$ cat src/rtl/mips_pkg.sv
// ---------------------------------------------------------------------------
// mips_pkg
// Shared types and constants for the MIPS pipeline memory stage.
//   mem_state_t         : data-memory sequencer states (IDLE, REQ, WAIT, DONE)
//   MEM_ERR_DATA        : load data returned when an access times out
//   MEM_TIMEOUT_DEFAULT : default cycle budget per handshake phase
// ---------------------------------------------------------------------------
package mips_pkg;

  typedef enum logic [1:0] {
    IDLE = 2'd0,
    REQ  = 2'd1,
    WAIT = 2'd2,
    DONE = 2'd3
  } mem_state_t;

  localparam logic [31:0] MEM_ERR_DATA        = 32'hDEADBEEF;
  localparam int          MEM_TIMEOUT_DEFAULT = 255;

endpackage

$ cat src/rtl/mem_timeout_cnt.sv
// ---------------------------------------------------------------------------
// mem_timeout_cnt
// Saturating cycle counter that bounds one handshake phase of the data-memory
// sequencer.
//   clk       : clock, rising edge
//   rst       : synchronous active-high reset
//   i_clear   : restart the count (entry into a new phase)
//   i_enable  : count this cycle
//   o_expired : count has reached TIMEOUT; holds until cleared
// ---------------------------------------------------------------------------
module mem_timeout_cnt #(
  parameter int TIMEOUT = 255
) (
  input  logic clk,
  input  logic rst,
  input  logic i_clear,
  input  logic i_enable,
  output logic o_expired
);

  localparam int CW = (TIMEOUT < 1) ? 1 : $clog2(TIMEOUT + 1);
  localparam logic [CW-1:0] LIMIT = CW'(TIMEOUT);

  logic [CW-1:0] r_cnt;

  always_ff @(posedge clk) begin
    if (rst || i_clear) begin
      r_cnt <= '0;
    end else if (i_enable && !o_expired) begin
      r_cnt <= r_cnt + 1'b1;
    end
  end

  assign o_expired = (r_cnt == LIMIT);

endmodule

$ cat src/rtl/dmem_stall_ctrl.sv
// ---------------------------------------------------------------------------
// dmem_stall_ctrl
// MEM-stage data-memory sequencer. Turns the load/store of the instruction in
// MEM into a req/gnt/rvalid handshake and freezes the pipeline (mem_stall)
// until the access completes, then releases it for exactly one cycle.
//
// Build option: define MEM_TIMEOUT_EN to bound each handshake phase to
// TIMEOUT cycles; on expiry the access is abandoned, loads return
// MEM_ERR_DATA and mem_err pulses for one cycle. Without it the sequencer
// waits indefinitely and has no mem_err port.
//
// Ports:
//   clk, rst               : clock, synchronous active-high reset
//   load_MEM, MemWrite_MEM : instruction in MEM is a load / store
//   Addr_MEM, WD_MEM, BE_MEM : address, store data, byte enables
//   mem_stall              : pipeline freeze (combinational)
//   RD_MEM                 : registered load data, valid in DONE
//   mem_req/we/addr/wdata/be : registered memory request bus
//   mem_gnt, mem_rvalid, mem_rdata : memory responses
//   mem_err                : timeout pulse (MEM_TIMEOUT_EN only)
// ---------------------------------------------------------------------------
module dmem_stall_ctrl
  import mips_pkg::*;
#(
  parameter int AW      = 32,
  parameter int DW      = 32,
  parameter int TIMEOUT = MEM_TIMEOUT_DEFAULT
) (
  input  logic            clk,
  input  logic            rst,
  input  logic            load_MEM,
  input  logic            MemWrite_MEM,
  input  logic [AW-1:0]   Addr_MEM,
  input  logic [DW-1:0]   WD_MEM,
  input  logic [DW/8-1:0] BE_MEM,
  output logic            mem_stall,
  output logic [DW-1:0]   RD_MEM,
  output logic            mem_req,
  output logic            mem_we,
  output logic [AW-1:0]   mem_addr,
  output logic [DW-1:0]   mem_wdata,
  output logic [DW/8-1:0] mem_be,
  input  logic            mem_gnt,
  input  logic            mem_rvalid,
  input  logic [DW-1:0]   mem_rdata
`ifdef MEM_TIMEOUT_EN
  ,
  output logic            mem_err
`endif
);

  mem_state_t r_state, w_next;

  logic            r_req, r_we;
  logic [AW-1:0]   r_addr;
  logic [DW-1:0]   r_wdata, r_rd;
  logic [DW/8-1:0] r_be;

  logic w_access, w_we_in, w_load_done, w_err, w_tmo;

  // A simultaneous load and store is treated as a load.
  assign w_access = load_MEM | MemWrite_MEM;
  assign w_we_in  = MemWrite_MEM & ~load_MEM;

`ifdef MEM_TIMEOUT_EN
  logic w_cnt_clr, w_cnt_en, r_err;

  // Restart the budget on entry to REQ (from IDLE) and to WAIT (from REQ).
  assign w_cnt_clr = ((r_state == IDLE) && w_access) ||
                     ((r_state == REQ) && (w_next == WAIT));
  assign w_cnt_en  = (r_state == REQ) || (r_state == WAIT);

  mem_timeout_cnt #(.TIMEOUT(TIMEOUT)) u_tmo (
    .clk       (clk),
    .rst       (rst),
    .i_clear   (w_cnt_clr),
    .i_enable  (w_cnt_en),
    .o_expired (w_tmo)
  );

  always_ff @(posedge clk) begin
    if (rst) r_err <= 1'b0;
    else     r_err <= w_err;
  end

  assign mem_err = r_err;
`else
  logic w_unused_timeout;
  assign w_unused_timeout = (TIMEOUT != 0);
  assign w_tmo            = 1'b0;
`endif

  always_comb begin
    w_next      = r_state;
    w_load_done = 1'b0;
    w_err       = 1'b0;
    mem_stall   = 1'b0;
    case (r_state)
      IDLE: begin
        mem_stall = w_access;
        if (w_access) w_next = REQ;
      end
      REQ: begin
        mem_stall = 1'b1;
        // rvalid before gnt belongs to nothing we issued; only honour it
        // together with or after the grant.
        if (mem_gnt) begin
          if (r_we) begin
            w_next = DONE;
          end else if (mem_rvalid) begin
            w_next      = DONE;
            w_load_done = 1'b1;
          end else begin
            w_next = WAIT;
          end
        end else if (w_tmo) begin
          w_next = DONE;
          w_err  = 1'b1;
        end
      end
      WAIT: begin
        mem_stall = 1'b1;
        if (mem_rvalid) begin
          w_next      = DONE;
          w_load_done = 1'b1;
        end else if (w_tmo) begin
          w_next = DONE;
          w_err  = 1'b1;
        end
      end
      // Release cycle: always back to IDLE without looking at access, so the
      // instruction still sitting in MEM is not issued a second time.
      DONE:    w_next = IDLE;
      default: w_next = IDLE;
    endcase
  end

  always_ff @(posedge clk) begin
    if (rst) begin
      r_state <= IDLE;
      r_req   <= 1'b0;
      r_we    <= 1'b0;
      r_addr  <= '0;
      r_wdata <= '0;
      r_be    <= '0;
      r_rd    <= '0;
    end else begin
      r_state <= w_next;
      r_req   <= (w_next == REQ);
      if ((r_state == IDLE) && w_access) begin
        r_we    <= w_we_in;
        r_addr  <= Addr_MEM;
        r_wdata <= WD_MEM;
        r_be    <= BE_MEM;
      end
      if (w_load_done)       r_rd <= mem_rdata;
      else if (w_err && !r_we) r_rd <= DW'(MEM_ERR_DATA);
    end
  end

  assign mem_req   = r_req;
  assign mem_we    = r_we;
  assign mem_addr  = r_addr;
  assign mem_wdata = r_wdata;
  assign mem_be    = r_be;
  assign RD_MEM    = r_rd;

endmodule

$ cat config.mk
export PLATFORM = sky130hd
export DESIGN_NAME = dmem_stall_ctrl
export DESIGN_NICKNAME = d
export VERILOG_FILES = /design/src/rtl/mips_pkg.sv /design/src/rtl/mem_timeout_cnt.sv /design/src/rtl/dmem_stall_ctrl.sv
export SDC_FILE = /design/constraint.sdc
export NUM_CORES = 1
export LEC_CHECK = 0
export ABC_AREA = 1
export BUFFER_PORTS_ARGS = -buffer_cell sky130_fd_sc_hd__buf_2
export CORE_ASPECT_RATIO = 0.75
export CORE_UTILIZATION = 30
export DETAILED_ROUTE_END_ITERATION = 8
export HOLD_SLACK_MARGIN = 0.15
export PLACE_DENSITY_LB_ADDON = 0.05
export SETUP_SLACK_MARGIN = 0.2
export SYNTH_ARGS = -nofsm -noshare
export SYNTH_HDL_FRONTEND = slang
export SYNTH_SLANG_ARGS = --single-unit
export TNS_END_PERCENT = 5
$ cat constraint.sdc
create_clock -name clk -period 1.8 [get_ports clk]
set_clock_uncertainty 0.05 [all_clocks]
set_input_delay 0.36 -clock clk [delete_from_list [all_inputs] [get_ports clk]]
set_output_delay 0.36 -clock clk [all_outputs]
set_load 0.02 [all_outputs]
## Word-level counts from Yosys, hierarchy flattened

Index checks and enable logic that the tools add are counted.

| word-level totals | value |
|---|---|
| register bits | 104 |
| input bits | 106 |
| logic and storage cells | 29 |

| operators by class | value |
|---|---|
| equality and inequality tests | 4 |
| muxes and demuxes | 12 |
| bitwise logic cells | 3 |
| reductions and logical operators | 3 |

Operator list:

| kind | number |
|---|---|
| $mux 32 | 1 |
| $pmux 2 s4 | 1 |
| $mux 2 | 3 |
| $mux 1 | 5 |
| $eq 2x1->1 const B | 2 |
| $eq 2x2->1 const B | 2 |
| $pmux 1 s2 | 2 |
| $logic_not 2->1 | 1 |
| $reduce_or 2->1 | 1 |
| $and 1x1->1 | 1 |
| $logic_and 1x1->1 | 1 |
| $not 1->1 | 1 |
| $or 1x1->1 | 1 |

## Logic depth before layout (Yosys ltp)

Gate-level depths: netlist (run 1).

| depth | value |
|---|---|
| depth after elaboration | 5 |
| gate-level depth with buffers | 8 |

## Worst setup path before layout (run 1)

No wires, ideal clock.

| timing | value |
|---|---|
| kind | register -> output |
| from | reg r_state[0] |
| to | out mem_stall |
| arrival time | 1404 ps |
| setup slack | -14 ps |
| cell stages (with the launch flop) | 7 |
| path buffers | 2 |
| cell sequence | dfxtp_1 > inv_1 > ha_1 > o21ai_1 > buf_4 > buf_2 > a21oi_1 |

| on the way | value |
|---|---|
| longest elaborated chain between the ends | 3 |
| elaborated cells between the ends (all ways) | 5 |
| those cells by class | eq/ne (2); mux (1); reduce/logical (2) |

RTL lines:

| what | line | text |
|---|---|---|
| from (decl) | dmem_stall_ctrl.sv:52 | `mem_state_t r_state, w_next;` |
| from (signal assigned) | dmem_stall_ctrl.sv:148 | `r_state <= w_next;` |
| $eq 2x2->1 / $eq 2x1->1 (equally long branches) | dmem_stall_ctrl.sv:98 | `case (r_state)` |
| $reduce_or 2->1 (no line) | - |  |
| $pmux 1 s2 * | dmem_stall_ctrl.sv:98 |  |
| to (decl) | dmem_stall_ctrl.sv:36 | `output logic mem_stall,` |

Every way passes the cells marked *; elsewhere a longest branch is shown, timed or not.

## Worst setup path in the final report (run 1)

Ends and elaborated chain as after synthesis.

==> impl_results.html, run 1 <==
<table>
<tr><th>Metric</th><th>Value</th></tr>
<tr><th colspan="2">Outcome</th></tr>
<tr><td>Status</td><td>completed</td></tr>
<tr><th colspan="2">Drt</th></tr>
<tr><td>Post-DR vias/cell</td><td>4.333</td></tr>
<tr><td>DRC Markers</td><td>0</td></tr>
<tr><td>Routed length per instance</td><td>12.44 µm</td></tr>
<tr><td>First-pass detailed-route iteration total</td><td>4</td></tr>
<tr><td>Vias after detailed routing</td><td>3,995</td></tr>
<tr><td>Number of DRC violations after detailed-routing iteration 0</td><td>96</td></tr>
<tr><td>Overall routed net length</td><td>11.47 mm</td></tr>
<tr><td>Detail Route Antenna Nets</td><td>0</td></tr>
<tr><th colspan="2">GRT</th></tr>
<tr><td>GRT busiest layer</td><td>met2</td></tr>
<tr><td>Grt met3 use</td><td>0.06400</td></tr>
<tr><td>Initial antenna violation count</td><td>0</td></tr>
<tr><td>Met2 GRT Util</td><td>0.2532</td></tr>
<tr><td>GR Overflow Total</td><td>0</td></tr>
<tr><td>Largest net degree at the start of global routing</td><td>65</td></tr>
<tr><td>GR Util met1</td><td>0.1993</td></tr>
<tr><td>First-pass GRT wire length</td><td>18.64 mm</td></tr>
<tr><td>Via count of the first global-routing pass</td><td>3,765</td></tr>
<tr><td>Total global routing track utilization</td><td>0.1598</td></tr>
<tr><th colspan="2">Critical path</th></tr>
<tr><td>CP max-delay cell</td><td>sky130_fd_sc_hd__dfxtp_4</td></tr>
<tr><td>CP Cell Sequence</td><td>inv_4 &gt; ha_4 &gt; inv_2 &gt; a21oi_4 &gt; buf_6</td></tr>
<tr><td>Buffer and inverter count on the worst path</td><td>3</td></tr>
<tr><td>Kind of cell adding the most delay to the critical path</td><td>flip-flops</td></tr>
<tr><td>Crit-path max cell delay</td><td>0.37 ns</td></tr>
<tr><td>Worst-path fanout max</td><td>2</td></tr>
<tr><td>Crit start category</td><td>flop</td></tr>
<tr><td>Required time reported for the critical path endpoint</td><td>1.39 ns</td></tr>
<tr><td>Worst reg2reg path startpoint</td><td>r_state[0]</td></tr>
<tr><td>Arrival time at the worst endpoint</td><td>1.31 ns</td></tr>
<tr><td>Type of the worst setup path</td><td>reg2out</td></tr>
<tr><td>CP endpoint kind</td><td>output port</td></tr>
<tr><td>Register-to-register setup slack</td><td>0.24 ns</td></tr>
<tr><td>CP Launch Point</td><td>r_state[0]</td></tr>
<tr><th colspan="2">Logic synthesis</th></tr>
<tr><td>Fraction of the yosys area taken by sequential cells</td><td>0.5002</td></tr>
<tr><td>Net count after synthesis</td><td>661</td></tr>
<tr><td>Average size of a mapped cell</td><td>7.582 µm²</td></tr>
<tr><td>Cell types with the largest area share after synthesis</td><td>sky130_fd_sc_hd__dfxtp_1 50%, sky130_fd_sc_hd__a21oi_1 12%, sky130_fd_sc_hd__inv_1 9.8%, sky130_fd_sc_hd__o21ai_1 7.5%, sky130_fd_sc_hd__nand3_1 4.0%</td></tr>
<tr><td>Number of distinct library cells after synthesis</td><td>19</td></tr>
<tr><td>Xor/xnor cell area share of the yosys netlist</td><td>0</td></tr>
<tr><td>Share of synthesized cell area in full adder, half adder and majority cells</td><td>0.01803</td></tr>
<tr><td>Count of mapped cells out of synthesis</td><td>549</td></tr>
<tr><td>Warning count from the yosys run</td><td>0</td></tr>
<tr><td>Post-synthesis simple-gate area fraction</td><td>0.1169</td></tr>
<tr><td>Synth area leader</td><td>sky130_fd_sc_hd__dfxtp_1</td></tr>
<tr><td>Cell area after synthesis</td><td>4163 µm²</td></tr>
<tr><td>Portion of synthesized cell area occupied by the leading cell type</td><td>0.5002</td></tr>
<tr><td>Combinational family with the most area after synthesis</td><td>compound AO/OA/AOI/OAI gates</td></tr>
<tr><td>Fraction of synthesized area in multiplexers</td><td>0</td></tr>
<tr><td>Fraction of the mapped netlist area in compound gates</td><td>0.2104</td></tr>
<tr><td>Register bit total from synthesis</td><td>104</td></tr>
<tr><th colspan="2">Timing</th></tr>
<tr><td>Transition time at the pin with the least slew margin</td><td>0.2637 ns</td></tr>
<tr><td>Min Hold Slack</td><td>0.1780 ns</td></tr>
<tr><td>Fin crit period</td><td>1.716 ns</td></tr>
<tr><td>Sum of negative setup slack</td><td>0 ns</td></tr>
<tr><td>Final setup violating endpoints</td><td>0</td></tr>
<tr><td>Final Hold Viols</td><td>0</td></tr>
<tr><td>Max Clock Freq</td><td>0.5828 GHz</td></tr>
<tr><td>Fin crit share</td><td>0.9532</td></tr>
<tr><td>RSZ-0062 raised after global routing</td><td>yes</td></tr>
<tr><td>Worst rel slew slack</td><td>0.8242</td></tr>
<tr><td>Final count of pins violating max slew</td><td>0</td></tr>
<tr><th colspan="2">Clock tree</th></tr>
<tr><td>Later-pin clock latency in the skew report</td><td>0.35 ns</td></tr>
<tr><td>Root Buffer</td><td>sky130_fd_sc_hd__clkbuf_16</td></tr>
<tr><td>Clk pin slew, worst setup/hold paths</td><td>0.07 ns</td></tr>
<tr><td>Clock buffers created by TritonCTS</td><td>9</td></tr>
<tr><td># clock sinks</td><td>104</td></tr>
<tr><td>Clock Path Buffers</td><td>2</td></tr>
<tr><td>Hold-fix buffers, CTS</td><td>0</td></tr>
<tr><td>H-tree levels</td><td>3</td></tr>
<tr><td>CTS tree</td><td>built</td></tr>
<tr><th colspan="2">Die</th></tr>
<tr><td>Starting density of the core</td><td>0.3143</td></tr>
<tr><td>Horizontal extent of the die</td><td>138.0 µm</td></tr>
<tr><td>DIE AREA</td><td>14,360 µm²</td></tr>
<tr><td>IO Count</td><td>209</td></tr>
<tr><td>Core Box Area</td><td>13,240 µm²</td></tr>
<tr><td>Die Y-Extent</td><td>104.0 µm</td></tr>
<tr><td>Std-Cell Rows</td><td>36</td></tr>
<tr><th colspan="2">Placement</th></tr>
<tr><td>Instance count after placement with tap cells included</td><td>903</td></tr>
<tr><td>Final weighted congestion in routability-driven placement</td><td>0.7575</td></tr>
<tr><td>Post-detailed-placement half-perimeter wirelength</td><td>8.205 mm</td></tr>
<tr><td>Area of placed instances</td><td>5418 µm²</td></tr>
<tr><td>Port Buffers</td><td>208</td></tr>
<tr><th colspan="2">Finish</th></tr>
<tr><td>Final cell count without fillers</td><td>922</td></tr>
<tr><td>Fraction of final layout cells with drive strength greater than 1</td><td>0.3342</td></tr>
<tr><td>Highest-count cells in the layout ignoring fill and taps</td><td>207 x sky130_fd_sc_hd__buf_2, 106 x sky130_fd_sc_hd__inv_1, 102 x sky130_fd_sc_hd__dfxtp_1, 102 x sky130_fd_sc_hd__a21oi_1, 61 x sky130_fd_sc_hd__o21ai_1</td></tr>
<tr><td>Nets@finish</td><td>858</td></tr>
<tr><td>Most common library cell in the layout ignoring fill and taps</td><td>sky130_fd_sc_hd__buf_2</td></tr>
<tr><td>Count of inserted antenna diode cells</td><td>0</td></tr>
<tr><td>FILL cells</td><td>1,366</td></tr>
<tr><td>Area growth from synthesis to final layout</td><td>38.41%</td></tr>
<tr><td>Non-Filler Cell Area, Final</td><td>5762 µm²</td></tr>
<tr><th colspan="2">Hold path</th></tr>
<tr><td>Start point of the worst hold path</td><td>rst</td></tr>
<tr><td>Worst min-delay path class</td><td>in2reg</td></tr>
<tr><th colspan="2">Power and ir drop</th></tr>
<tr><td>Power per cell area</td><td>1158 nW/µm²</td></tr>
<tr><td>Worst supply voltage drop on vdd</td><td>0.5601 mV</td></tr>
<tr><td>Leakage power total</td><td>2.924 nW</td></tr>
<tr><th colspan="2">Run</th></tr>
<tr><td>Count of maximum capacitance violations</td><td>0</td></tr>
</table>
## layout make-up
type                    instances  area, µm²  area share
well taps                     171      214.0     0.03713
clock buffers                  10      239.0     0.04148
repair buffers                223       1272      0.2208
multi-input cells             297       1475      0.2560
inverters                     111      421.7     0.07318
clock inverters                 6      50.05    0.008686
flip-flops and latches        104       2090      0.3626
## flip-flops by register name, summed over array words and instances (netlist names)
| register | count |
|---|---|
| RD_MEM | 32 |
| mem_addr | 32 |
| mem_wdata | 32 |
| mem_be | 4 |
| r_state | 2 |
| mem_req | 1 |
| mem_we | 1 |
## path summary, 6_finish.rpt
check | to | depth (start not counted)
max reg2reg | RD_MEM[2] | 8
min reg2reg | mem_addr[12] | 2
max | mem_stall | 5
min | r_state[1] | 2
## per-layer routing
metal,part of all wire,vias up
met5,0,-
met4,0.010,0
met3,0.082,11
met2,0.43,118
met1,0.48,1730
li1,-,2136
## synth_stat cells
master and count:
sky130_fd_sc_hd__a211oi_1 1, sky130_fd_sc_hd__inv_1 109, sky130_fd_sc_hd__buf_2 13, sky130_fd_sc_hd__a21oi_1 103, sky130_fd_sc_hd__o21ai_0 7, sky130_fd_sc_hd__inv_2 2
sky130_fd_sc_hd__nand2_1 39, sky130_fd_sc_hd__nand3_1 33, sky130_fd_sc_hd__nor2_1 43, sky130_fd_sc_hd__ha_1 6, sky130_fd_sc_hd__buf_1 3, sky130_fd_sc_hd__nand3b_1 1
sky130_fd_sc_hd__buf_6 7, sky130_fd_sc_hd__buf_4 5, sky130_fd_sc_hd__dfxtp_1 104, sky130_fd_sc_hd__clkbuf_1 9, sky130_fd_sc_hd__o21bai_1 1, sky130_fd_sc_hd__nand2_2 1
sky130_fd_sc_hd__o21ai_1 62
## worst reg2reg max path, stage by stage (launching register included)
cell                      delay (ns)
sky130_fd_sc_hd__dfxtp_4        0.37
sky130_fd_sc_hd__buf_4          0.14
sky130_fd_sc_hd__ha_1           0.19
sky130_fd_sc_hd__nand3_1        0.10
sky130_fd_sc_hd__nand2_2        0.08
sky130_fd_sc_hd__buf_12         0.25
sky130_fd_sc_hd__nand3_1        0.15
sky130_fd_sc_hd__nand2_1        0.08
sky130_fd_sc_hd__nor2_1         0.04
## stage by stage
step	setup slack, ns	utilization	total power, mW
4_1_cts	0.06869	0.4351	6.776
5_1_grt	0.02467	0.4351	7.071
6_report	0.08428	0.4351	6.673
3_5_place_dp	0.1599	0.4091	4.754
2_1_floorplan	0.2077	-	4.086
3_3_place_gp	0.2162	0.4091	4.722
## logic make-up after synthesis
| logic type | Yosys count |
|---|---|
| fa+ha+maj | 6 |
| buf+inv | 148 |
| flops | 104 |
| simple gates | 117 |
| compound gates | 174 |
## power breakdown
part           leakage (nW)  internal [mW]  total, mW  switching, mW
Combinational          1.93          0.733       1.97           1.24
Clock                 0.136          0.995       1.93          0.937
Sequential            0.859           2.61       2.77          0.152
## timing repair
action | 4_1_cts | 5_1_grt
setup buffers | 3 | 0
resized for setup | 13 | 0
endpoints found under the hold margin | 0 | 0
pin swaps | 2 | 0
setup endpoints to repair | 71 | 33
gates cloned | 0 | 0
Power figures use the tool's default switching activity.
==> run 2, diff against run 1 <==
- PLACE_DENSITY_LB_ADDON: 0.05 -> 0.15
==> impl_results.html, run 2 (same netlist as run 1, synthesis figures left out) <==
<table>
<tr><th>Metric</th><th>Value</th></tr>
<tr><th colspan="2">Outcome</th></tr>
<tr><td>Status</td><td>completed (unchanged)</td></tr>
<tr><th colspan="2">GRT</th></tr>
<tr><td>Largest net degree at the start of global routing</td><td>77 (was 65)</td></tr>
<tr><td>First-pass GRT wire length</td><td>17.73 mm (was 18.64 mm)</td></tr>
<tr><td>Initial antenna violation count</td><td>1 (was 0)</td></tr>
<tr><td>Total global routing track utilization</td><td>0.1522 (was 0.1598)</td></tr>
<tr><td>Via count of the first global-routing pass</td><td>3,698 (was 3,765)</td></tr>
<tr><td>GR Overflow Total</td><td>0 (unchanged)</td></tr>
<tr><th colspan="2">Critical path</th></tr>
<tr><td>Required time reported for the critical path endpoint</td><td>1.39 ns (about the same)</td></tr>
<tr><td>Buffer and inverter count on the worst path</td><td>3 (unchanged)</td></tr>
<tr><td>Kind of cell adding the most delay to the critical path</td><td>flip-flops (unchanged)</td></tr>
<tr><td>Crit-path max cell delay</td><td>0.37 ns (about the same)</td></tr>
<tr><td>CP endpoint kind</td><td>output port (unchanged)</td></tr>
<tr><td>Crit start category</td><td>flop (unchanged)</td></tr>
<tr><td>Arrival time at the worst endpoint</td><td>1.28 ns (was 1.31 ns)</td></tr>
<tr><td>Worst-path fanout max</td><td>2 (unchanged)</td></tr>
<tr><td>Type of the worst setup path</td><td>reg2out (unchanged)</td></tr>
<tr><td>CP Cell Sequence</td><td>inv_4 &gt; ha_4 &gt; inv_2 &gt; a21oi_4 &gt; buf_6 (unchanged)</td></tr>
<tr><td>Cell count along the critical path</td><td>5 (unchanged)</td></tr>
<tr><td>CP max-delay cell</td><td>sky130_fd_sc_hd__dfxtp_4 (unchanged)</td></tr>
<tr><td>Number of cells traversed by the worst register-to-register path</td><td>7 (was 8)</td></tr>
<tr><th colspan="2">Drt</th></tr>
<tr><td>Vias after detailed routing</td><td>4,032 (was 3,995)</td></tr>
<tr><td>First-pass detailed-route iteration total</td><td>4 (unchanged)</td></tr>
<tr><td>Routed length per instance</td><td>12.12 µm (was 12.44 µm)</td></tr>
<tr><td>Overall routed net length</td><td>11.15 mm (was 11.47 mm)</td></tr>
<tr><td>DRC Markers</td><td>0 (unchanged)</td></tr>
<tr><td>Number of DRC violations after detailed-routing iteration 0</td><td>101 (was 96)</td></tr>
<tr><td>Post-DR vias/cell</td><td>4.383 (was 4.333)</td></tr>
<tr><td>Detail Route Antenna Nets</td><td>0 (unchanged)</td></tr>
<tr><th colspan="2">Timing</th></tr>
<tr><td>Final Hold Viols</td><td>0 (unchanged)</td></tr>
<tr><td>Max Clock Freq</td><td>0.5907 GHz (was 0.5828 GHz)</td></tr>
<tr><td>Worst rel slew slack</td><td>0.6815 (was 0.8242)</td></tr>
<tr><td>Final count of pins violating max slew</td><td>0 (unchanged)</td></tr>
<tr><td>Fin crit share</td><td>0.9405 (was 0.9532)</td></tr>
<tr><td>Final setup violating endpoints</td><td>0 (unchanged)</td></tr>
<tr><td>RSZ-0062 raised after global routing</td><td>yes (unchanged)</td></tr>
<tr><td>Sum of negative setup slack</td><td>0 ns (unchanged)</td></tr>
<tr><td>Transition time at the pin with the least slew margin</td><td>0.4777 ns (was 0.2637 ns)</td></tr>
<tr><td>Fin crit period</td><td>1.693 ns (was 1.716 ns)</td></tr>
<tr><th colspan="2">Hold path</th></tr>
<tr><td>Hold path depth</td><td>2 (unchanged)</td></tr>
<tr><td>Worst min-delay path class</td><td>in2reg (unchanged)</td></tr>
<tr><th colspan="2">Placement</th></tr>
<tr><td>Area of placed instances</td><td>5330 µm² (was 5418 µm²)</td></tr>
<tr><td>Post-detailed-placement half-perimeter wirelength</td><td>7.686 mm (was 8.205 mm)</td></tr>
<tr><td>Final weighted congestion in routability-driven placement</td><td>0.7833 (was 0.7575)</td></tr>
<tr><td>Port Buffers</td><td>208 (unchanged)</td></tr>
<tr><td>Instance count after placement with tap cells included</td><td>898 (was 903)</td></tr>
<tr><th colspan="2">Clock tree</th></tr>
<tr><td>CTS tree</td><td>built (unchanged)</td></tr>
<tr><td>Clk pin slew, worst setup/hold paths</td><td>0.07 ns (about the same)</td></tr>
<tr><td>Later-pin clock latency in the skew report</td><td>0.35 ns (about the same)</td></tr>
<tr><td>Clock Path Buffers</td><td>2 (unchanged)</td></tr>
<tr><td>Root Buffer</td><td>sky130_fd_sc_hd__clkbuf_16 (unchanged)</td></tr>
<tr><td># clock sinks</td><td>104 (unchanged)</td></tr>
<tr><td>H-tree levels</td><td>3 (unchanged)</td></tr>
<tr><td>Clock buffers created by TritonCTS</td><td>9 (unchanged)</td></tr>
<tr><td>Hold-fix buffers, CTS</td><td>0 (unchanged)</td></tr>
<tr><th colspan="2">Finish</th></tr>
<tr><td>Most common library cell in the layout ignoring fill and taps</td><td>sky130_fd_sc_hd__buf_2 (unchanged)</td></tr>
<tr><td>Highest-count cells in the layout ignoring fill and taps</td><td>207 x sky130_fd_sc_hd__buf_2, 106 x sky130_fd_sc_hd__inv_1, 102 x sky130_fd_sc_hd__dfxtp_1, 102 x sky130_fd_sc_hd__a21oi_1, 61 x sky130_fd_sc_hd__o21ai_1 (unchanged)</td></tr>
<tr><td>Core occupancy in the finished layout</td><td>0.4316 (was 0.4351)</td></tr>
<tr><td>Area growth from synthesis to final layout</td><td>37.30% (was 38.41%)</td></tr>
<tr><td>Count of inserted antenna diode cells</td><td>0 (unchanged)</td></tr>
<tr><td>FILL cells</td><td>1,371 (was 1,366)</td></tr>
<tr><td>Nets@finish</td><td>856 (was 858)</td></tr>
<tr><td>Final cell count without fillers</td><td>920 (was 922)</td></tr>
<tr><td>Fraction of final layout cells with drive strength greater than 1</td><td>0.3311 (was 0.3342)</td></tr>
<tr><td>Non-Filler Cell Area, Final</td><td>5715 µm² (was 5762 µm²)</td></tr>
<tr><th colspan="2">Power and ir drop</th></tr>
<tr><td>Sw Pwr</td><td>2.298 mW (was 2.331 mW)</td></tr>
<tr><td>Relative contribution of sequential cells to total power</td><td>0.421 (was 0.415)</td></tr>
<tr><td>Internal power</td><td>4.268 mW (was 4.343 mW)</td></tr>
<tr><td>Worst supply voltage drop on vdd</td><td>0.6660 mV (was 0.5601 mV)</td></tr>
<tr><td>Sw frac</td><td>0.3500 (was 0.3492)</td></tr>
<tr><td>Relative contribution of the clock network to total power</td><td>0.287 (was 0.289)</td></tr>
<tr><td>Combinational group share of total power</td><td>0.292 (was 0.296)</td></tr>
<tr><td>Leakage power total</td><td>2.906 nW (was 2.924 nW)</td></tr>
<tr><td>Power per cell area</td><td>1149 nW/µm² (was 1158 nW/µm²)</td></tr>
<tr><th colspan="2">Die</th></tr>
<tr><td>Starting density of the core</td><td>0.3143 (unchanged)</td></tr>
<tr><td>Horizontal extent of the die</td><td>138.0 µm (unchanged)</td></tr>
<tr><td>Core Box Area</td><td>13,240 µm² (unchanged)</td></tr>
<tr><td>Std-Cell Rows</td><td>36 (unchanged)</td></tr>
<tr><td>IO Count</td><td>209 (unchanged)</td></tr>
<tr><td>DIE AREA</td><td>14,360 µm² (unchanged)</td></tr>
<tr><td>Die Y-Extent</td><td>104.0 µm (unchanged)</td></tr>
<tr><th colspan="2">Run</th></tr>
<tr><td>Count of maximum capacitance violations</td><td>0 (unchanged)</td></tr>
</table>
[run 2: cell type report]
cell class,instances,area [µm²],share of cell area
Inverter,111,421.7,0.07377
Tap cell,171,214.0,0.03743
Clock buffer,10,229.0,0.04006
Multi-Input combinational cell,297,1485,0.2599
Clock inverter,6,51.30,0.008975
Sequential cell,104,2090,0.3656
Timing Repair Buffer,221,1225,0.2143
[run 2: path summary, 6_finish.rpt]
path                 startpoint             to  slack [ns]
setup / recovery     r_state[1]      mem_stall        0.11
hold / removal              rst     r_state[1]        0.20
setup reg to reg     r_state[0]     RD_MEM[17]        0.17
hold reg to reg   mem_wdata[11]  mem_wdata[11]        0.39
[run 2: stage by stage]
| stage | hold slack [ns] | setup WS [ns] | power, mW |
|---|---|---|---|
| detailed placement | 0.3825 | 0.1775 | 4.647 |
| floorplan | 0.3824 | 0.2077 | 4.086 |
| global route | 0.1786 | 0.05062 | 6.953 |
| finish | 0.1981 | 0.1071 | 6.566 |
| CTS | 0.1675 | 0.07482 | 6.628 |
| global placement | 0.3782 | 0.2366 | 4.614 |
[run 2: routing by layer]
metal,up-vias,share of wire,global-route usage
met2,132,0.43,0.2311
li1,2130,-,-
met4,0,0.018,0.06201
met3,14,0.098,0.07597
met5,-,0,0
met1,1756,0.45,0.1814
[run 2: power by group through the flow]
stage / Clock (mW) / Combinational (mW) / Sequential, mW
floorplan: 0 / 0.896 / 3.19
global placement: 0 / 1.81 / 2.81
detailed placement: 0 / 1.83 / 2.82
CTS: 1.96 / 1.90 / 2.77
global route: 2.03 / 2.12 / 2.81
finish: 1.88 / 1.92 / 2.77
[run 2: timing repair]
action	4_1_cts	5_1_grt
endpoints found under the setup margin	65	31
pin swaps	1	0
gates cloned	0	1
gates resized for setup	14	0
buffers inserted	5	0
==> run 3, diff against run 2 <==
- ABC_AREA: 1 -> unset
==> impl_results.html, run 3 <==
<table>
<tr><th>Metric</th><th>Value</th></tr>
<tr><th colspan="2">Outcome</th></tr>
<tr><td>Status</td><td>completed (unchanged)</td></tr>
<tr><th colspan="2">Finish</th></tr>
<tr><td>Count of inserted antenna diode cells</td><td>0 (unchanged)</td></tr>
<tr><td>Final cell count without fillers</td><td>842 (was 920)</td></tr>
<tr><td>FILL cells</td><td>1,351 (was 1,371)</td></tr>
<tr><td>Fraction of final layout cells with drive strength greater than 1</td><td>0.3681 (was 0.3311)</td></tr>
<tr><td>Most common library cell in the layout ignoring fill and taps</td><td>sky130_fd_sc_hd__buf_2 (unchanged)</td></tr>
<tr><td>Area growth from synthesis to final layout</td><td>38.19% (was 37.30%)</td></tr>
<tr><td>Highest-count cells in the layout ignoring fill and taps</td><td>206 x sky130_fd_sc_hd__buf_2, 136 x sky130_fd_sc_hd__nand2_1, 102 x sky130_fd_sc_hd__dfxtp_1 (was 207 x sky130_fd_sc_hd__buf_2, 106 x sky130_fd_sc_hd__inv_1, 102 x sky130_fd_sc_hd__dfxtp_1, 102 x sky130_fd_sc_hd__a21oi_1, 61 x sky130_fd_sc_hd__o21ai_1)</td></tr>
<tr><td>Nets@finish</td><td>779 (was 856)</td></tr>
<tr><th colspan="2">Critical path</th></tr>
<tr><td>Worst reg2reg path startpoint</td><td>r_state[0] (unchanged)</td></tr>
<tr><td>Type of the worst setup path</td><td>reg2out (unchanged)</td></tr>
<tr><td>CP Cell Sequence</td><td>inv_4 &gt; ha_4 &gt; o21a_4 &gt; nor2_2 &gt; nor2_2 &gt; buf_6 (was inv_4 &gt; ha_4 &gt; inv_2 &gt; a21oi_4 &gt; buf_6)</td></tr>
<tr><td>CP Launch Point</td><td>r_state[1] (unchanged)</td></tr>
<tr><td>CP endpoint kind</td><td>output port (unchanged)</td></tr>
<tr><td>Worst-path fanout max</td><td>3 (was 2)</td></tr>
<tr><td>Crit start category</td><td>flop (unchanged)</td></tr>
<tr><td>CP max-delay cell</td><td>sky130_fd_sc_hd__dfxtp_4 (unchanged)</td></tr>
<tr><td>Most frequent CP cell</td><td>sky130_fd_sc_hd__nor2_2</td></tr>
<tr><td>Arrival time at the worst endpoint</td><td>1.27 ns (was 1.28 ns)</td></tr>
<tr><td>Crit-path max cell delay</td><td>0.36 ns (was 0.37 ns)</td></tr>
<tr><td>Required time reported for the critical path endpoint</td><td>1.39 ns (about the same)</td></tr>
<tr><th colspan="2">Timing</th></tr>
<tr><td>Worst rel slew slack</td><td>0.7454 (was 0.6815)</td></tr>
<tr><td>Max Clock Freq</td><td>0.5967 GHz (was 0.5907 GHz)</td></tr>
<tr><td>RSZ-0062 raised after global routing</td><td>yes (unchanged)</td></tr>
<tr><td>Slack of the critical path</td><td>0.1243 ns (was 0.1071 ns)</td></tr>
<tr><td>Fin crit period</td><td>1.676 ns (was 1.693 ns)</td></tr>
<tr><td>Transition time at the pin with the least slew margin</td><td>0.3723 ns (was 0.4777 ns)</td></tr>
<tr><td>Sum of negative setup slack</td><td>0 ns (unchanged)</td></tr>
<tr><td>Fin crit share</td><td>0.9310 (was 0.9405)</td></tr>
<tr><td>Final setup violating endpoints</td><td>0 (unchanged)</td></tr>
<tr><td>Final Hold Viols</td><td>0 (unchanged)</td></tr>
<tr><td>Final count of pins violating max slew</td><td>0 (unchanged)</td></tr>
<tr><th colspan="2">Logic synthesis</th></tr>
<tr><td>Count of mapped cells out of synthesis</td><td>469 (was 549)</td></tr>
<tr><td>Synth area leader</td><td>sky130_fd_sc_hd__dfxtp_1 (unchanged)</td></tr>
<tr><td>Predominant post-synthesis flop cell</td><td>sky130_fd_sc_hd__dfxtp_1 (unchanged)</td></tr>
<tr><td>Register bit total from synthesis</td><td>104 (unchanged)</td></tr>
<tr><td>Net count after synthesis</td><td>581 (was 661)</td></tr>
<tr><td>Cell area after synthesis</td><td>4095 µm² (was 4163 µm²)</td></tr>
<tr><td>Average size of a mapped cell</td><td>8.732 µm² (was 7.582 µm²)</td></tr>
<tr><td>Cell types with the largest area share after synthesis</td><td>sky130_fd_sc_hd__dfxtp_1 51%, sky130_fd_sc_hd__nand2_1 12%, sky130_fd_sc_hd__nand2b_1 9.8%, sky130_fd_sc_hd__a21oi_1 8.4%, sky130_fd_sc_hd__mux2i_1 7.8% (was sky130_fd_sc_hd__dfxtp_1 50%, sky130_fd_sc_hd__a21oi_1 12%, sky130_fd_sc_hd__inv_1 9.8%, sky130_fd_sc_hd__o21ai_1 7.5%, sky130_fd_sc_hd__nand3_1 4.0%)</td></tr>
<tr><td>Fraction of the yosys area taken by sequential cells</td><td>0.5084 (was 0.5002)</td></tr>
<tr><td>Portion of synthesized cell area occupied by the leading cell type</td><td>0.5084 (was 0.5002)</td></tr>
<tr><td>Number of distinct library cells after synthesis</td><td>25 (was 19)</td></tr>
<tr><td>Count leader, synth</td><td>sky130_fd_sc_hd__nand2_1 (was sky130_fd_sc_hd__inv_1)</td></tr>
<tr><td>Warning count from the yosys run</td><td>0 (unchanged)</td></tr>
<tr><td>Most instantiated cells after synthesis</td><td>136 x sky130_fd_sc_hd__nand2_1, 104 x sky130_fd_sc_hd__dfxtp_1, 69 x sky130_fd_sc_hd__a21oi_1 (was 109 x sky130_fd_sc_hd__inv_1, 104 x sky130_fd_sc_hd__dfxtp_1, 103 x sky130_fd_sc_hd__a21oi_1)</td></tr>
<tr><td>Fraction of synthesis flops using an asynchronous set or reset pin</td><td>0 (unchanged)</td></tr>
<tr><td>EDFF count, synth</td><td>0 (unchanged)</td></tr>
<tr><th colspan="2">Drt</th></tr>
<tr><td>First-pass detailed-route iteration total</td><td>4 (unchanged)</td></tr>
<tr><td>Post-DR vias/cell</td><td>4.348 (was 4.383)</td></tr>
<tr><td>Overall routed net length</td><td>10.68 mm (was 11.15 mm)</td></tr>
<tr><td>Routed length per instance</td><td>12.69 µm (was 12.12 µm)</td></tr>
<tr><td>Number of DRC violations after detailed-routing iteration 0</td><td>82 (was 101)</td></tr>
<tr><td>DRC Markers</td><td>0 (unchanged)</td></tr>
<tr><td>Vias after detailed routing</td><td>3,661 (was 4,032)</td></tr>
<tr><td>Detail Route Antenna Nets</td><td>0 (unchanged)</td></tr>
<tr><th colspan="2">Hold path</th></tr>
<tr><td>Start point of the worst hold path</td><td>Addr_MEM[23] (was rst)</td></tr>
<tr><td>Worst min-delay path class</td><td>in2reg (unchanged)</td></tr>
<tr><th colspan="2">GRT</th></tr>
<tr><td>Total global routing track utilization</td><td>0.1447 (was 0.1522)</td></tr>
<tr><td>First-pass GRT wire length</td><td>16.00 mm (was 17.73 mm)</td></tr>
<tr><td>Initial antenna violation count</td><td>0 (was 1)</td></tr>
<tr><td>Largest net degree at the start of global routing</td><td>69 (was 77)</td></tr>
<tr><td>Via count of the first global-routing pass</td><td>3,322 (was 3,698)</td></tr>
<tr><td>GR Overflow Total</td><td>0 (unchanged)</td></tr>
<tr><th colspan="2">Power and ir drop</th></tr>
<tr><td>Power per cell area</td><td>1069 nW/µm² (was 1149 nW/µm²)</td></tr>
<tr><td>Leakage power total</td><td>2.618 nW (was 2.906 nW)</td></tr>
<tr><td>Internal power</td><td>4.174 mW (was 4.268 mW)</td></tr>
<tr><td>Relative contribution of the clock network to total power</td><td>0.325 (was 0.287)</td></tr>
<tr><td>Sw Pwr</td><td>1.877 mW (was 2.298 mW)</td></tr>
<tr><td>Sw frac</td><td>0.3103 (was 0.3500)</td></tr>
<tr><td>Relative contribution of sequential cells to total power</td><td>0.434 (was 0.421)</td></tr>
<tr><td>Combinational group share of total power</td><td>0.241 (was 0.292)</td></tr>
<tr><td>Worst supply voltage drop on vdd</td><td>0.5541 mV (was 0.6660 mV)</td></tr>
<tr><th colspan="2">Placement</th></tr>
<tr><td>Instance count after placement with tap cells included</td><td>820 (was 898)</td></tr>
<tr><td>Post-detailed-placement half-perimeter wirelength</td><td>7.383 mm (was 7.686 mm)</td></tr>
<tr><td>Port Buffers</td><td>208 (unchanged)</td></tr>
<tr><td>Final weighted congestion in routability-driven placement</td><td>0.7349 (was 0.7833)</td></tr>
<tr><td>Worst setup slack after placement</td><td>0.1127 ns (was 0.1775 ns)</td></tr>
<tr><th colspan="2">Clock tree</th></tr>
<tr><td>Later-pin clock latency in the skew report</td><td>0.34 ns (was 0.35 ns)</td></tr>
<tr><td>Clock Path Buffers</td><td>2 (unchanged)</td></tr>
<tr><td>Clock buffers created by TritonCTS</td><td>9 (unchanged)</td></tr>
<tr><td>Root Buffer</td><td>sky130_fd_sc_hd__clkbuf_16 (unchanged)</td></tr>
<tr><td>Clk pin slew, worst setup/hold paths</td><td>0.07 ns (about the same)</td></tr>
<tr><td># clock sinks</td><td>104 (unchanged)</td></tr>
<tr><td>CTS tree</td><td>built (unchanged)</td></tr>
<tr><td>H-tree levels</td><td>3 (unchanged)</td></tr>
<tr><th colspan="2">Die</th></tr>
<tr><td>Std-Cell Rows</td><td>36 (unchanged)</td></tr>
<tr><td>Starting density of the core</td><td>0.3114 (was 0.3143)</td></tr>
<tr><td>Core Box Area</td><td>13,150 µm² (was 13,240 µm²)</td></tr>
<tr><td>IO Count</td><td>209 (unchanged)</td></tr>
<tr><td>Die Y-Extent</td><td>103.2 µm (was 104.0 µm)</td></tr>
<tr><td>DIE AREA</td><td>14,130 µm² (was 14,360 µm²)</td></tr>
<tr><td>Horizontal extent of the die</td><td>136.9 µm (was 138.0 µm)</td></tr>
<tr><th colspan="2">Run</th></tr>
<tr><td>Count of maximum capacitance violations</td><td>0 (unchanged)</td></tr>
</table>
## run 3: cell count changes in the layout (fill, tap and decap cells not counted), moves of 3 or more
cell                       previous run  this run
sky130_fd_sc_hd__mux2i_1              0        32
sky130_fd_sc_hd__o21ai_0              7         3
sky130_fd_sc_hd__nand2b_1             0        64
sky130_fd_sc_hd__inv_1              106         1
sky130_fd_sc_hd__o21ai_1             61         0
sky130_fd_sc_hd__nor2_1              43         3
sky130_fd_sc_hd__inv_2                3         0
sky130_fd_sc_hd__a21oi_1            102        69
sky130_fd_sc_hd__nand3_1             33         0
sky130_fd_sc_hd__nand2_1             39       136
## run 3: cells by family (layout without fill, tap and decap cells)
family,after synthesis,after routing,synth area share
multiplexers,32,32,0.07822
AND/OR/NAND/NOR,209,209,0.2340
flip-flops,104,104,0.5084
adder cells (fa/ha/maj),6,6,0.01833
AO/OA/AOI/OAI,81,81,0.1060
buffers and inverters,37,239,0.05499
## run 3: power by group through the flow
stage                     combinational, mW  sequential [mW]  clock [mW]
after CTS                              1.47             2.63        2.04
final                                  1.46             2.63        1.97
after detailed placement               1.40             2.68           0
after floorplan                       0.663             2.94           0
after global routing                   1.60             2.66        2.13
after global placement                 1.38             2.67           0
## run 3: layer usage
| layer | track usage | share of wire |
|---|---|---|
| met1 | 0.1789 | 0.45 |
| met4 | 0.05325 | 0.021 |
| met2 | 0.2284 | 0.44 |
| met3 | 0.05750 | 0.088 |
| met5 | 0 | 0 |
## run 3: through the flow
step | total power [mW] | hold slack, ns | utilization | cell area, µm²
6_report | 6.051 | 0.2003 | 0.4303 | 5659
5_1_grt | 6.388 | 0.1861 | 0.4303 | 5659
4_1_cts | 6.142 | 0.1830 | 0.4303 | 5659
3_5_place_dp | 4.078 | 0.3943 | 0.4008 | 5271
3_3_place_gp | 4.048 | 0.3884 | 0.4008 | 5271
2_1_floorplan | 3.598 | 0.4056 | - | 4118
## run 3: final cells by class
cell class                      instances  area (µm²)  share of cell area
Timing Repair Buffer                  221        1210              0.2138
Inverter                                3       18.77            0.003316
Clock inverter                          5       65.06             0.01150
Sequential cell                       104        2090              0.3692
Tap cell                              171       214.0             0.03781
Multi-Input combinational cell        328        1833              0.3239
Clock buffer                           10       229.0             0.04046
## run 3: path summary, 6_finish.rpt
kind | endpoint | slack [ns] | depth (start not counted)
max | mem_stall | 0.12 | 6
min | mem_addr[23] | 0.20 | 3
max reg2reg | RD_MEM[30] | 0.13 | 6
min reg2reg | mem_wdata[21] | 0.40 | 2
## run 3: repair_timing
item	4_1_cts	5_1_grt
endpoints found under the setup margin	33	34
resized for setup	12	0
pin swaps	2	0
endpoints found under the hold margin	0	0
setup buffers	7	0
hold buffers	0	0
## run 3: worst max-delay path: cells and delay by family (launching register included)
kind / cells / cell delay, ns
fa+ha+maj: 1 / 0.15
simple gates: 2 / 0.13
flops: 1 / 0.36
compound gates: 1 / 0.11
buf+inv: 2 / 0.16
